===== src/rtl/strobe_gen_multi.sv =====
// -----------------------------------------------------------------------------
// strobe_gen_multi
//
// Multi-channel strobe generator. A shared prescaler divides the input clock
// down to a 1 kHz base tick. Each channel divides that tick by its own run-time
// programmable divider and emits one-clock-wide strobes, periodically or once.
// A global sync pulse restarts the prescaler and every channel phase so that
// channels with equal dividers strobe together.
//
// Parameters
//   INPUT_FREQUENCY_KHZ  clock frequency in kHz (2 .. 65535)
//   N_CH                 number of channels (1 .. 16)
//   DIV_W                width of the per-channel divider, in base ticks
//   CH_W                 channel-select width, max(1, clog2(N_CH)); derived,
//                        leave at its default
//
// Ports
//   clk_i          clock, rising edge
//   rst_ni         asynchronous active-low reset
//   sync_i         one-cycle pulse: restart prescaler and all channel phases
//   cfg_we_i       channel configuration write strobe
//   cfg_ch_i       target channel; values >= N_CH are ignored
//   cfg_div_i      channel period in base ticks (0 and 1 both mean every tick)
//   cfg_en_i       channel enable
//   cfg_oneshot_i  1 = one-shot, 0 = periodic
//   tick_1k_o      registered 1 kHz base strobe, one clock wide
//   stb_o          registered per-channel strobes, one clock wide each
//   active_o       registered per-channel enable status
// -----------------------------------------------------------------------------
module strobe_gen_multi #(
   parameter int INPUT_FREQUENCY_KHZ = 10000,
   parameter int N_CH                = 4,
   parameter int DIV_W               = 10,
   parameter int CH_W                = (N_CH > 1) ? $clog2(N_CH) : 1
) (
   input  logic              clk_i,
   input  logic              rst_ni,
   input  logic              sync_i,
   input  logic              cfg_we_i,
   input  logic [CH_W-1:0]   cfg_ch_i,
   input  logic [DIV_W-1:0]  cfg_div_i,
   input  logic              cfg_en_i,
   input  logic              cfg_oneshot_i,
   output logic              tick_1k_o,
   output logic [N_CH-1:0]   stb_o,
   output logic [N_CH-1:0]   active_o
);

   localparam int              PS_W      = $clog2(INPUT_FREQUENCY_KHZ);
   localparam logic [PS_W-1:0] PS_RELOAD = PS_W'(INPUT_FREQUENCY_KHZ - 1);

   // Reload value for a channel counter: div-1, saturating at 0 so that
   // dividers of 0 and 1 both strobe on every base tick.
   function automatic logic [DIV_W-1:0] ld_of(input logic [DIV_W-1:0] div);
      return (div <= DIV_W'(1)) ? '0 : div - DIV_W'(1);
   endfunction

   // --------------------------------------------------------------------------
   // Prescaler: counts down to 0, then emits one base tick and reloads.
   // --------------------------------------------------------------------------
   logic [PS_W-1:0] ps_q, ps_d;
   logic            tick_q, tick_d;

   always_comb begin
      // NOTE: every variable written here gets a default first; a path that
      // leaves one unassigned would infer a latch.
      ps_d   = ps_q - PS_W'(1);
      tick_d = 1'b0;
      if (sync_i) begin
         ps_d = PS_RELOAD;
      end else if (ps_q == '0) begin
         ps_d   = PS_RELOAD;
         tick_d = 1'b1;
      end
   end

   always_ff @(posedge clk_i or negedge rst_ni) begin
      // NOTE: state is updated with non-blocking assignments so every register
      // samples the pre-edge values, independent of statement order.
      if (!rst_ni) begin
         ps_q   <= PS_RELOAD;
         tick_q <= 1'b0;
      end else begin
         ps_q   <= ps_d;
         tick_q <= tick_d;
      end
   end

   // --------------------------------------------------------------------------
   // Channels
   // --------------------------------------------------------------------------
   logic [DIV_W-1:0] div_q [N_CH];
   logic [DIV_W-1:0] div_d [N_CH];
   logic [DIV_W-1:0] cnt_q [N_CH];
   logic [DIV_W-1:0] cnt_d [N_CH];
   logic [N_CH-1:0]  en_q, en_d;
   logic [N_CH-1:0]  oneshot_q, oneshot_d;
   logic [N_CH-1:0]  stb_q, stb_d;
   logic [N_CH-1:0]  ch_wr;

   // Per-channel write select. Only indices below N_CH are compared, so an
   // out-of-range cfg_ch_i selects nothing and the write is dropped.
   always_comb begin
      ch_wr = '0;
      for (int i = 0; i < N_CH; i++) begin
         ch_wr[i] = cfg_we_i && (cfg_ch_i == CH_W'(i));
      end
   end

   // Priority per channel: write > sync > tick step > hold.
   // A write still loads cnt from cfg_div_i when it coincides with sync.
   always_comb begin
      for (int i = 0; i < N_CH; i++) begin
         div_d[i]     = div_q[i];
         cnt_d[i]     = cnt_q[i];
         en_d[i]      = en_q[i];
         oneshot_d[i] = oneshot_q[i];
         stb_d[i]     = 1'b0;

         if (ch_wr[i]) begin
            div_d[i]     = cfg_div_i;
            en_d[i]      = cfg_en_i;
            oneshot_d[i] = cfg_oneshot_i;
            cnt_d[i]     = ld_of(cfg_div_i);
         end else if (sync_i) begin
            cnt_d[i] = ld_of(div_q[i]);
         end else if (tick_q && en_q[i]) begin
            if (cnt_q[i] == '0) begin
               stb_d[i] = 1'b1;
               cnt_d[i] = ld_of(div_q[i]);
               // One-shot channels disable themselves on the strobe, so the
               // status output drops in the same cycle the strobe rises.
               if (oneshot_q[i]) begin
                  en_d[i] = 1'b0;
               end
            end else begin
               // cnt is nonzero here, so the decrement cannot underflow.
               cnt_d[i] = cnt_q[i] - DIV_W'(1);
            end
         end
      end
   end

   always_ff @(posedge clk_i or negedge rst_ni) begin
      if (!rst_ni) begin
         // NOTE: the divider/counter arrays are real control state, not a RAM,
         // so every entry is reset; nothing may carry over a reset.
         for (int i = 0; i < N_CH; i++) begin
            div_q[i] <= '0;
            cnt_q[i] <= '0;
         end
         en_q      <= '0;
         oneshot_q <= '0;
         stb_q     <= '0;
      end else begin
         for (int i = 0; i < N_CH; i++) begin
            div_q[i] <= div_d[i];
            cnt_q[i] <= cnt_d[i];
         end
         en_q      <= en_d;
         oneshot_q <= oneshot_d;
         stb_q     <= stb_d;
      end
   end

   assign tick_1k_o = tick_q;
   assign stb_o     = stb_q;
   assign active_o  = en_q;

endmodule

===== config.mk =====
export PLATFORM = sky130hd
export DESIGN_NAME = strobe_gen_multi
export DESIGN_NICKNAME = d
export VERILOG_FILES = /design/src/rtl/strobe_gen_multi.sv
export SDC_FILE = /design/constraint.sdc
export NUM_CORES = 1
export LEC_CHECK = 0
export BUFFER_PORTS_ARGS = -buffer_cell sky130_fd_sc_hd__buf_2
export CORE_MARGIN = 5
export CORE_UTILIZATION = 25
export CTS_CLUSTER_SIZE = 20
export DETAILED_ROUTE_END_ITERATION = 6
export PLACE_DENSITY = 0.49
export SLEW_MARGIN = 20
export SYNTH_ARGS = -nofsm -noshare
export SYNTH_HDL_FRONTEND = slang
export SYNTH_SLANG_ARGS = --single-unit

===== constraint.sdc =====
create_clock -name clk_i -period 2.76 [get_ports clk_i]
set_input_delay 0.552 -clock clk_i [delete_from_list [all_inputs] [get_ports clk_i]]
set_output_delay 0.552 -clock clk_i [all_outputs]
set_load 0.01 [all_outputs]

==> summary.md <==
| Metric | Value |
|---|---|
| Via count of the first global-routing pass | `just over 6k` |
| Library cell occupying the most area in the post-synthesis netlist | `sky130_fd_sc_hd__dfrtp_1` |
| Synth Area in Simple Gates | `0.2734` |
| Vias per Instance | `5.124` |
| Global-route wire length before repair | `35,260 µm` |
| Number of CTS-inserted buffers | `9` |
| Worst setup timing slack at the placement stage | `roughly 0.21 ns` |
| Final core area utilization | `0.2883` |
| Number of max-cap violations | `0` |
| Adder and majority cell fraction of the synthesized area | `0.02954` |
| Die Y | `174.7 µm` |
| Setup repair after global routing missed its margin | `no` |
| Proportion of synthesized flip-flops having asynchronous set or reset | `1.000` |
| Post-synthesis xor/xnor area fraction | `0.05815` |
| Peak ir drop on the vdd network | `approximately 0.28 mV` |
| Main combinational cell family by area after synthesis | `simple AND/OR/NAND/NOR gates` |
| Outcome | `finished, final reports clean` |
| Wire length after detailed routing | `21,680 µm` |
| Number of top-level design ports | `27` |
| Unique masters post-synth | `between 60 and 70` |
| Post-Synthesis Net Count | `roughly 860` |
| Compound-Gate Fraction of Synth Area | `0.1841` |
| Maximum frequency from static timing analysis | `roughly 400 MHz` |
| Number of instances in the synthesized netlist | `~830` |
| Area share of the largest cell type after synthesis | `0.3655` |
| Number of enable-type register cells in the synthesized netlist | `0` |
| Initial DRC count | `around 500` |
| Min cycle time layout | `approximately 2.5 ns` |
| Data arrival time of the critical path | `roughly 2.7 ns` |
| Signed area change from the synthesized netlist to the final layout | `14.01%` |
| Number of nets in the final layout | `slightly below 900` |
| Final Setup Violations | `0` |
| Maximum clock insertion buffer count | `2` |
| Global Route Usage Sum | `0.1442` |
| Worst setup path category | `register to register` |
| FF-to-FF Start | `cnt_q[30]$_DFFE_PN0P_` |
| CTS tree | `built` |
| Core area | `~27,000 µm²` |
| Post-CTS repair timing setup buffer count | `0` |
| Antenna violations before repair | `0` |
| Clock transition time at the flip-flop clock pins of the worst setup and hold paths | `0.07 ns` |
| Top FF cell, synth | `sky130_fd_sc_hd__dfrtp_1` |
| Num Clock Sinks | `107` |
| Element type at the critical path end | `register` |
| Headroom to the max-slew limit | `0.5376` |
| Maximum number of pins on one net before global-route repair | `36` |
| Mux share of post-synthesis cell area | `0.01735` |
| Worst Tran Pin Value | `about 0.7 ns` |
| Vias after detailed routing | `between 6k and 7k` |
| R2R Path End | `cnt_q[34]$_DFFE_PN0P_` |
| Type of element launching the critical path | `register` |
| Synth top area cells | `sky130_fd_sc_hd__dfrtp_1, sky130_fd_sc_hd__nand2_1, sky130_fd_sc_hd__nor2_1, sky130_fd_sc_hd__o21ai_0, sky130_fd_sc_hd__xnor2_1` |
| Number of nets still failing antenna checks after routing | `0` |
| Synthesized area per cell | `8.176 µm²` |
| DP HPWL | `approximately 16,000 µm` |
| Insertion delay to the later sink of the worst-skew pair | `0.37 ns` |
| Crit share post-route | `0.8974` |
| WL/cell | `between 15 and 20 µm` |
| Class of the tightest hold or removal check | `input pin to asynchronous set/reset pin` |
| Leakage power figure | `3.284 nW` |
| Total gr overflow | `0` |
| Register area share after synthesis | `0.3965` |
| WP data required | `between 2 and 3 ns` |
| Synthesized area | `slightly below 7000 µm²` |
| Number of diodes | `0` |
| Site row count | `60` |
| Die Width | `174.7 µm` |
| Setup slack after layout | `0.2832 ns` |
| Number of register bits inferred by synthesis | `107` |
| GP Congestion | `0.8368` |
| Fin Setup TNS | `0 ns` |
| Area enclosed by the die boundary | `between 30,000 and 40,000 µm²` |
| Cts hold-fix bufs | `0` |
| H-Tree Level Count | `3` |
| PD cells | `609.1 nW/µm²` |
| Reg2reg setup slack | `between 0.2 and 0.3 ns` |
| Path depth of the worst reg2reg path | `8` |
| Fin. max-slew vios | `0` |
| Instance area at placement | `roughly 7400 µm²` |
| Final clock skew | `around 0.010 ns` |
| First-pass DRT Iterations | `5` |
| Total of cells resized after clock tree synthesis | `0` |
| Cell at the root of the clock tree | `sky130_fd_sc_hd__clkbuf_16` |
| Fraction of layout instances using a drive strength above 1 | `0.1237` |
| Count of input and output buffers | `26` |
| Post-detailed-route DRC marker count | `0` |
| Starting utilization of the core area | `0.2529` |
| Maximum net fanout on the critical path | `7` |
| Final design area excluding fillers | `roughly 7700 µm²` |
| Synth warnings | `0` |
| Hold violation count in the final report | `0` |
routing by layer:
| metal | track usage | part of all wire | vias to the layer above |
|---|---|---|---|
| met5 | 0 | 0 | - |
| met4 | 0.03732 | 0.018 | 0 |
| met3 | 0.03397 | 0.059 | 25 |
| met2 | 0.2200 | 0.43 | 139 |
| met1 | 0.2059 | 0.49 | 3000 |
| li1 | - | - | 3015 |
power breakdown:
| part | switching (mW) | total (mW) | internal [mW] |
|---|---|---|---|
| clock | 0.655 | 1.28 | 0.620 |
| combinational | 0.715 | 1.27 | 0.551 |
| sequential | 0.348 | 2.17 | 1.82 |
state kept, by name (all words and copies together), names as in the netlist:
signal     flops
stb_o          4
cnt_q         40
ps_q          14
active_o       4
div_q         40
oneshot_q      4
tick_1k_o      1
cells in the final DEF (no fill, tap or decap), types with 4 or more instances in the layout:
| cell type | n |
|---|---|
| sky130_fd_sc_hd__xor2_1 | 17 |
| sky130_fd_sc_hd__buf_4 | 35 |
| sky130_fd_sc_hd__o211ai_1 | 10 |
| sky130_fd_sc_hd__nor4_1 | 20 |
| sky130_fd_sc_hd__or4_1 | 12 |
| sky130_fd_sc_hd__nor2b_1 | 5 |
| sky130_fd_sc_hd__mux2i_1 | 8 |
| sky130_fd_sc_hd__dfstp_2 | 8 |
| sky130_fd_sc_hd__nor3b_1 | 6 |
| sky130_fd_sc_hd__and3_1 | 4 |
| sky130_fd_sc_hd__clkbuf_16 | 9 |
| sky130_fd_sc_hd__ha_1 | 16 |
| sky130_fd_sc_hd__a31oi_1 | 5 |
| sky130_fd_sc_hd__xnor2_1 | 28 |
| sky130_fd_sc_hd__a22oi_1 | 6 |
| sky130_fd_sc_hd__o221ai_1 | 5 |
| sky130_fd_sc_hd__or3_1 | 7 |
| sky130_fd_sc_hd__dfrtp_1 | 99 |
| sky130_fd_sc_hd__o21ai_0 | 51 |
| sky130_fd_sc_hd__buf_2 | 25 |
| sky130_fd_sc_hd__nand3_1 | 20 |
| sky130_fd_sc_hd__a21oi_1 | 37 |
| sky130_fd_sc_hd__nor3_1 | 33 |
| sky130_fd_sc_hd__nand4_1 | 6 |
| sky130_fd_sc_hd__nand2_1 | 177 |
| sky130_fd_sc_hd__or2_2 | 6 |
| sky130_fd_sc_hd__o22ai_1 | 14 |
| sky130_fd_sc_hd__a211oi_1 | 8 |
| sky130_fd_sc_hd__inv_1 | 29 |
| sky130_fd_sc_hd__nor2_1 | 74 |
| sky130_fd_sc_hd__o31ai_1 | 10 |
per-stage QoR:
step / hold WS [ns] / power, mW / std cells
after floorplan: 0.2564 / 3.018 / 829
after global placement: 0.4613 / 3.453 / 1190
after detailed placement: 0.4637 / 3.453 / 1190
after CTS: 0.1040 / 4.754 / 1206
after global routing: 0.1296 / 5.039 / 1206
final: 0.1004 / 4.707 / 1206
how the worst max path moves through the flow:
stage | endpoint | startpoint | cells after the start | slack [ns]
after floorplan | cnt_q[13]$_DFFE_PN0P_ | cnt_q[10]$_DFFE_PN0P_ | 9 | 0.43
after global placement | cnt_q[32]$_DFFE_PN0P_ | cfg_div_i[0] | 9 | 0.23
after detailed placement | cnt_q[32]$_DFFE_PN0P_ | cfg_div_i[0] | 9 | 0.21
after CTS | cnt_q[34]$_DFFE_PN0P_ | cnt_q[30]$_DFFE_PN0P_ | 8 | 0.29
after global routing | cnt_q[28]$_DFFE_PN0P_ | cnt_q[20]$_DFFE_PN0P_ | 8 | 0.08
final | cnt_q[34]$_DFFE_PN0P_ | cnt_q[30]$_DFFE_PN0P_ | 8 | 0.28
worst max-delay path: stages, from the launching register on:
cell	delay, ns
sky130_fd_sc_hd__dfrtp_1	0.42
sky130_fd_sc_hd__inv_1	0.07
sky130_fd_sc_hd__ha_1	0.20
sky130_fd_sc_hd__or4b_4	0.51
sky130_fd_sc_hd__or4_1	0.65
sky130_fd_sc_hd__nand2_1	0.14
sky130_fd_sc_hd__o21ai_0	0.08
sky130_fd_sc_hd__a21boi_0	0.21
sky130_fd_sc_hd__a211oi_1	0.07
layout make-up:
type                    instances  area (µm²)
clock inverters                 7       53.80
repair buffers                 61       407.9
flip-flops and latches        107        2688
inverters                      29       108.9
well taps                     341       426.7
multi-input cells             652        3817
fillers                      2857       19070
clock buffers                   9       225.2
Yosys cell counts, types with 14 or more instances:
| cell type | count |
|---|---|
| sky130_fd_sc_hd__inv_1 | 29 |
| sky130_fd_sc_hd__xnor2_1 | 28 |
| sky130_fd_sc_hd__clkbuf_1 | 39 |
| sky130_fd_sc_hd__o21ai_0 | 51 |
| sky130_fd_sc_hd__nand2_1 | 177 |
| sky130_fd_sc_hd__nor2_1 | 74 |
| sky130_fd_sc_hd__o22ai_1 | 14 |
| sky130_fd_sc_hd__a21oi_1 | 37 |
| sky130_fd_sc_hd__dfrtp_1 | 99 |
| sky130_fd_sc_hd__xor2_1 | 17 |
| sky130_fd_sc_hd__ha_1 | 16 |
| sky130_fd_sc_hd__nand3_1 | 20 |
| sky130_fd_sc_hd__nor4_1 | 20 |
| sky130_fd_sc_hd__nor3_1 | 33 |
cell families (layout without fill, tap and decap cells):
group,after synthesis,after routing
AOI/OAI and AO/OA,187,187
xor gates and xnor gates,45,45
adders and majority gates,16,16
buffers and inverters,70,106
DFF,107,107
muxes,11,11
and+or+nand+nor,393,393
Power figures use the tool's default switching activity.
